[src/rtl/mem_bus_arbiter.sv]
// Round-robin arbiter sharing one valid/ready memory bus between two masters,
// with a per-transaction watchdog that force-completes unacknowledged requests.
module mem_bus_arbiter #(
    parameter int unsigned TIMEOUT_CYCLES = 255,
    parameter logic [31:0] ERR_RDATA      = 32'hDEAD_BEEF
) (
    input  logic        clk,
    input  logic        reset,
    input  logic        m0_valid,
    input  logic        m0_instr,
    input  logic [31:0] m0_addr,
    input  logic [31:0] m0_wdata,
    input  logic [3:0]  m0_wstrb,
    output logic        m0_ready,
    output logic [31:0] m0_rdata,
    input  logic        m1_valid,
    input  logic        m1_instr,
    input  logic [31:0] m1_addr,
    input  logic [31:0] m1_wdata,
    input  logic [3:0]  m1_wstrb,
    output logic        m1_ready,
    output logic [31:0] m1_rdata,
    output logic        s_valid,
    output logic        s_instr,
    output logic [31:0] s_addr,
    output logic [31:0] s_wdata,
    output logic [3:0]  s_wstrb,
    input  logic        s_ready,
    input  logic [31:0] s_rdata,
    output logic        timeout_err,
    output logic [31:0] err_addr,
    input  logic        err_clear
);

    localparam int unsigned     CNT_W    = $clog2(TIMEOUT_CYCLES + 1);
    localparam logic [CNT_W-1:0] CNT_LAST = CNT_W'(TIMEOUT_CYCLES - 1);

    typedef enum logic [1:0] {
        IDLE   = 2'd0,
        GRANT0 = 2'd1,
        GRANT1 = 2'd2
    } state_t;

    state_t            state;
    state_t            state_nxt;
    logic              last_grant;
    logic [CNT_W-1:0]  cnt;
    logic              err_flag;
    logic [31:0]       err_addr_q;
    logic              own_valid;
    logic              own_done;
    logic              own_timeout;

    // Owner's request status: completion by slave or by the watchdog
    always_comb begin
        own_valid = 1'b0;
        case (state)
            GRANT0:  own_valid = m0_valid;
            GRANT1:  own_valid = m1_valid;
            default: own_valid = 1'b0;
        endcase
        own_done    = own_valid & s_ready;
        own_timeout = own_valid & ~s_ready & (cnt == CNT_LAST);
    end

    // State register
    always_ff @(posedge clk) begin
        if (reset) state <= IDLE;
        else       state <= state_nxt;
    end

    // Next-state: round-robin arbitration in IDLE, release on done/timeout/abandon
    always_comb begin
        state_nxt = state;
        case (state)
            IDLE: begin
                if (m0_valid && !m1_valid)      state_nxt = GRANT0;
                else if (m1_valid && !m0_valid) state_nxt = GRANT1;
                else if (m0_valid && m1_valid)  state_nxt = last_grant ? GRANT0 : GRANT1;
            end
            GRANT0, GRANT1: begin
                if (!own_valid || own_done || own_timeout) state_nxt = IDLE;
            end
            default: state_nxt = IDLE;
        endcase
    end

    // Remember the most recent grantee for tie-breaking
    always_ff @(posedge clk) begin
        if (reset) begin
            last_grant <= 1'b1;
        end else if (state == IDLE) begin
            if (state_nxt == GRANT0)      last_grant <= 1'b0;
            else if (state_nxt == GRANT1) last_grant <= 1'b1;
        end
    end

    // Watchdog counter: cleared while idle, saturating count of unacknowledged grant cycles
    always_ff @(posedge clk) begin
        if (reset) begin
            cnt <= '0;
        end else if (state == IDLE) begin
            cnt <= '0;
        end else if (!s_ready && cnt < CNT_LAST) begin
            cnt <= cnt + CNT_W'(1);
        end
    end

    // Sticky timeout flag and address capture; a new timeout beats err_clear
    always_ff @(posedge clk) begin
        if (reset) begin
            err_flag   <= 1'b0;
            err_addr_q <= '0;
        end else if (own_timeout) begin
            err_flag   <= 1'b1;
            err_addr_q <= s_addr;
        end else if (err_clear) begin
            err_flag   <= 1'b0;
        end
    end

    // Output steering: owner's fields to the slave, slave response to the owner only
    always_comb begin
        s_valid     = 1'b0;
        s_instr     = 1'b0;
        s_addr      = '0;
        s_wdata     = '0;
        s_wstrb     = '0;
        m0_ready    = 1'b0;
        m0_rdata    = '0;
        m1_ready    = 1'b0;
        m1_rdata    = '0;
        timeout_err = 1'b0;
        err_addr    = '0;
        if (!reset) begin
            timeout_err = err_flag;
            err_addr    = err_addr_q;
            case (state)
                GRANT0: begin
                    s_valid  = m0_valid;
                    s_instr  = m0_instr;
                    s_addr   = m0_addr;
                    s_wdata  = m0_wdata;
                    s_wstrb  = m0_wstrb;
                    m0_ready = own_done | own_timeout;
                    m0_rdata = own_timeout ? ERR_RDATA : s_rdata;
                end
                GRANT1: begin
                    s_valid  = m1_valid;
                    s_instr  = m1_instr;
                    s_addr   = m1_addr;
                    s_wdata  = m1_wdata;
                    s_wstrb  = m1_wstrb;
                    m1_ready = own_done | own_timeout;
                    m1_rdata = own_timeout ? ERR_RDATA : s_rdata;
                end
                default: ;
            endcase
        end
    end

endmodule
[config.mk]
export PLATFORM = sky130hd
export DESIGN_NAME = mem_bus_arbiter
export DESIGN_NICKNAME = d
export VERILOG_FILES = /design/src/rtl/mem_bus_arbiter.sv
export SDC_FILE = /design/constraint.sdc
export NUM_CORES = 1
export LEC_CHECK = 0
export CORE_AREA = 2 2 134 136
export CTS_CLUSTER_SIZE = 40
export DETAILED_ROUTE_END_ITERATION = 8
export DIE_AREA = 0 0 136 138
export GPL_TIMING_DRIVEN = 0
export HOLD_SLACK_MARGIN = 0.12
export PLACE_DENSITY = 0.63
export SETUP_SLACK_MARGIN = 0.5
export SLEW_MARGIN = 20
export SYNTH_ARGS = -nofsm -noshare
export SYNTH_HDL_FRONTEND = slang
export SYNTH_SLANG_ARGS = --single-unit
[constraint.sdc]
create_clock -name clk -period 2.35 [get_ports clk]
set_clock_uncertainty 0.2 [all_clocks]
set_input_delay 0.235 -clock clk [delete_from_list [all_inputs] [get_ports clk]]
set_output_delay 0.235 -clock clk [all_outputs]
set_load 0.02 [all_outputs]
Word-level counts from Yosys, hierarchy flattened --
Cells that the tools add are included.
Cells by class: $add $sub $neg 1, magnitude comparators 1, equal/unequal tests 5, multiplexer cells 31, bitwise operators 5, reductions and logical operators 16
Operators with widths (count):
- two-way mux 32 bit | 8
- one-hot mux 32 bit (2 select lines) | 2
- two-way mux 1 bit | 11
- two-way mux 2 bit | 5
- adder 8 x 1 -> 8 bit, second input constant | 1
- == test 8 bit, second input constant | 1
- less-than comparator 8 bit, second input constant | 1
- one-hot mux 4 bit (2 select lines) | 1
- == test 2 x 1 -> 1 bit, second input constant | 2
- == test 2 bit, second input constant | 2
- logical AND 1 bit | 4
- zero test 1 bit | 4
- two-way mux 4 bit | 1
- one-hot mux 1 bit (2 select lines) | 2
- one-hot mux 2 bit (2 select lines) | 1
- nonzero test 2 bit | 2
- OR reduction 2 bit | 2
- AND 1 bit | 3
- zero test 2 bit | 1
- logical OR 1 bit | 2
- AND reduction 2 bit | 1
- inverter 1 bit | 1
- bitwise OR 1 bit | 1
Storage, ports and cells: register bits after elaboration 44, bits of input ports 176, output and inout port bits 169, logic and storage cells 64

Logic depth before layout (Yosys ltp) --
depth in word-level cells 10, mapped depth 11, gate-level depth less buffers 10

Least setup slack after synthesis --
No wires, ideal clock.
path type register to output, start register state[1], end output port m1_rdata[10], arrival 1.969 ns, data required time 1.915 ns, slack -0.054 ns, cell stages (with the launch flop) 10, path buffers 3, path through dfxtp_1 inv_1 ha_1 clkbuf_1 a22oi_1 nor4_4 buf_4 buf_4 nor2_1 nor2_1
On the way: word-level cells in the longest chain between the ends 7, elaborated cells on any way between the ends 8, classes of those cells 2 x eq/ne; 4 x mux; 2 x bitwise
Ends and longest elaborated chain:
- from (decl) | line 44 | state_t state;
- from (signal assigned) | line 69 | else state <= state_nxt;
- == test 2 bit / == test 2 x 1 -> 1 bit (equally long branches) | line 57, 138
- one-hot mux 1 bit (2 select lines) | line 57 | case (state)
- AND 1 bit (2 in series) | line 63 | own_timeout = own_valid & ~s_ready & (cnt == CNT_LAST);
- two-way mux 32 bit | line 155 | m1_rdata = own_timeout ? ERR_RDATA : s_rdata;
- two-way mux 32 bit * | line 138 | case (state)
- two-way mux 32 bit * | line 135 | if (!reset) begin
- to (decl) | line 22 | output logic [31:0] m1_rdata,
Every way passes the cells marked *; elsewhere a longest branch is shown, timed or not.

Worst setup path in the final report --
start register state[1], end output port m0_rdata[8]
On the way: word-level cells in the longest chain between the ends 7, elaborated cells on any way between the ends 8, classes of those cells 2 x eq/ne; 4 x mux; 2 x bitwise
Ends and longest elaborated chain:
- == test 2 bit / == test 2 x 1 -> 1 bit (equally long branches) | line 57, 138
- one-hot mux 1 bit (2 select lines) | line 57
- AND 1 bit (2 in series) | line 63
- two-way mux 32 bit | line 146 | m0_rdata = own_timeout ? ERR_RDATA : s_rdata;
- two-way mux 32 bit * | line 138
- two-way mux 32 bit * | line 135
- to (decl) | line 15 | output logic [31:0] m0_rdata,
Marked as above.

==> results.txt <==
----------------------------------------------------
[Clocking]
  Sink Count ... 44
  Largest buffer count on any clock path ... 2
  Number of H-tree branching levels ... 2
  Clock-pin slew reported for the worst setup and hold paths after clock tree synthesis ... 0.07 ns
  Clock tree from TritonCTS ... built
  Quantity of hold-fixing buffers added after cts ... 0
  Clock latency on the worst-skew pair ... 0.29 ns
  Number of buffers created by CTS ... 5
  Root Buffer Master ... clkbuf_16

[Detailed routing]
  Ratio of routed vias to standard cells ... 4.50
  Pre-Repair DR Iteration Count ... 4
  Post-detailed-route wirelength per cell ... 18.1 um
  Initial drt markers ... 125
  Total length of routed wires ... 19.8 mm
  Via count ... 4924
  DRC violations left ... 0
  Post-route ant nets ... 0

[Placement]
  Post-detail-place hpwl ... 14.6 mm
  Quantity of I/O buffers inserted on ports ... 344
  RePlAce Congestion ... 0.804
  Total instance count after detailed placement ... 1028

[Timing]
  Worst path setup slack after routing ... -0.217 ns
  Fmax ... 390 MHz
  Worst slew pin tran ... 0.380 ns
  Unrepaired setup endpoints after global routing ... yes
  Number of pins exceeding their max-slew limit in the final report ... 0
  Post-route clock period utilization ... 109%
  Hold Fails Final Rpt ... 0
  Rel. slew slack ... 74.7%
  Setup violators final ... 96
  Time the worst path needs with I/O delays and setup ... 2.57 ns
  Worst Hold Slack ... 0.269 ns

[Logic synthesis]
  Most frequent cells after synthesis ... nor2_1, a22oi_1, dfxtp_1
  Sequential cell area fraction in the yosys report ... 26.8%
  Fraction of synthesized cell area taken by the top area cell type ... 26.8%
  Most frequent cell after synthesis ... nor2_1
  Top FF cell, synth ... dfxtp_1
  Post-synthesis net count ... 638
  Number of flops mapped to enable cells by yosys ... 0
  Gate count after technology mapping ... 455
  Synth warn ... 0
  Proportion of synthesized flip-flops having asynchronous set or reset ... 0%
  Cell taking the most area after synthesis ... dfxtp_1
  Flip-flop and latch count after synthesis ... 44
  Count of different cell masters after synthesis ... 36
  Cell area after synthesis ... 3290 um2
  Cell types with the largest area share after synthesis ... dfxtp_1, nor2_1, a22oi_1
  Mapped Avg Cell Area ... 7.23 um2

[Global routing]
  Combined global-route utilization of all metal layers ... 18.8%
  Total congestion overflow after global routing ... 0
  Antenna violations before repair ... 1
  First-pass GRT wire length ... 27.4 mm
  Pin count of the biggest net entering global routing ... 14
  Vias in the first global route ... 4907

[Finish]
  Filler cells ... 1561
  Final Net Count ... 1046
  Synth-to-Final Area Change ... 196%
  Layout cells sized above 1 ... 63.4%
  Post-route insts no fill ... 1094

[Worst setup path]
  Worst Setup Path Type ... reg2out
  Crit path max fanout ... 6
  Arr. time, crit path ... 2.13 ns
  Kind of start point of the critical path ... register
  Endpoint type of the worst setup path ... output port
  Worst path required time ... 1.91 ns

[Pwr]
  Maximum VDD drop ... 340 uV
  Power density cells ... 399 nW/um2
  Lkg Pwr ... 3.77 nW

[Job]
  Maxcap violations ... 0

[Floorplan]
  Initial Utilization ... 18.8%
  Floorplan die area ... 18800 um2
  Total I/O pin count ... 345
  DIE WIDTH ... 136 um
  Placeable core region ... 17500 um2
  Die span in y ... 138 um
  Cell row count ... 49

[Status]
  Run status ... complete, but fails checks
  Violations in the final reports ... negative setup slack

[Hold path]
  Min-delay worst type ... reg2reg

----------------------------------------------------
## metrics by stage
stage	utilization, %	setup slack, ns	total power [mW]	setup TNS [ns]	cell area, um2
after global routing	55.5	-0.324	4.05	-19.62	9720
after global placement	42.3	-0.855	2.23	-93.63	7410
after floorplan	-	0.161	1.55	0	3680
after detailed placement	42.3	-0.880	2.23	-99.39	7410
after CTS	48.3	-0.229	3.51	-11.73	8470
final	55.5	-0.217	3.88	-11.20	9730
## routing by layer
layer,vias to the layer above,GRT usage (%),part of all wire (%)
met5,-,0,0
met4,0,5.21,2.3
met3,28,4.95,8.2
met2,241,35.3,53
met1,2274,20.4,37
li1,2381,-,-
## flip-flops by register name, indices dropped and copies added (netlist names)
| name | count |
|---|---|
| err_flag | 1 |
| cnt | 8 |
| state | 2 |
| err_addr_q | 32 |
| last_grant | 1 |
## logic make-up (layout without fill, tap and decap cells)
logic type / after synthesis / after routing / synth area share [%]
AND/OR/NAND/NOR: 235 / 235 / 32.8
XOR/XNOR: 3 / 3 / 0.799
flip-flops: 44 / 44 / 26.8
other: 0 / 1 / 0
multiplexers: 34 / 34 / 11.6
buffers and inverters: 45 / 454 / 5.75
adder cells (fa/ha/maj): 7 / 7 / 2.66
AO/OA/AOI/OAI: 87 / 87 / 19.7
## power by group
part           total (mW)  switching [mW]  internal [mW]  leakage [nW]
clock               0.859           0.299          0.560        0.0901
combinational        2.24            1.03           1.21          3.33
sequential          0.779          0.0168          0.762         0.357
total                3.88            1.35           2.53          3.77
## worst paths after layout
kind	slack (ns)	endpoint	from	cells after the start
max reg2reg	-0.20	last_grant	state[1]	13
min	0.27	last_grant	last_grant	1
min reg2reg	0.27	last_grant	last_grant	1
max	-0.22	m0_rdata[8]	state[1]	11
## area by class of cell
class	count	area (um2)	share of cell area, %
Antenna cell	1	2.50	0.0257
Buffer	41	676	6.95
Clock buffer	7	153	1.57
Clock inverter	1	30.0	0.309
Inverter	4	22.5	0.232
Multi-Input combinational cell	366	3480	35.8
Sequential cell	44	890	9.15
Tap cell	229	287	2.95
Timing Repair Buffer	401	4180	43.0
## cell usage in the layout (no fill, tap or decap), drive strengths merged, types with 2 or more instances in the layout
master         netlist  final
mux2                32     32
nand3                3      3
o21ba                2      2
mux2i                2      2
nor2b               33     33
a22oi               70     70
nor2               161    161
buf                 11    230
dlygate4sd2          0     11
nand2b               7      7
xnor2                2      2
or2                  2      2
and2                16     16
nand4                2      2
clkbuf              30     33
nand2                5      5
a21oi                5      5
o21bai               3      3
nor4                 3      3
clkdlybuf4s50        0    174
dfxtp               44     44
ha                   7      7
inv                  4      4
## worst max-delay path, cell delays in order, from the launching register on
cell and delay, ns:
dfxtp_4 0.37, buf_12 0.12, ha_4 0.15, clkbuf_16 0.14, a22oi_2 0.19, nor4_4 0.06
buf_4 0.16, buf_12 0.15, nor2_4 0.13, buf_6 0.13, and2_4 0.14, buf_6 0.11
## repair_timing
item | CTS | global route
setup endpoints to repair | 211 | 183
resized for setup | 1047 | 246
pin swaps | 29 | 42
setup buffers | 19 | 26
gates cloned | 3 | 9
Power figures use the tool's default switching activity.
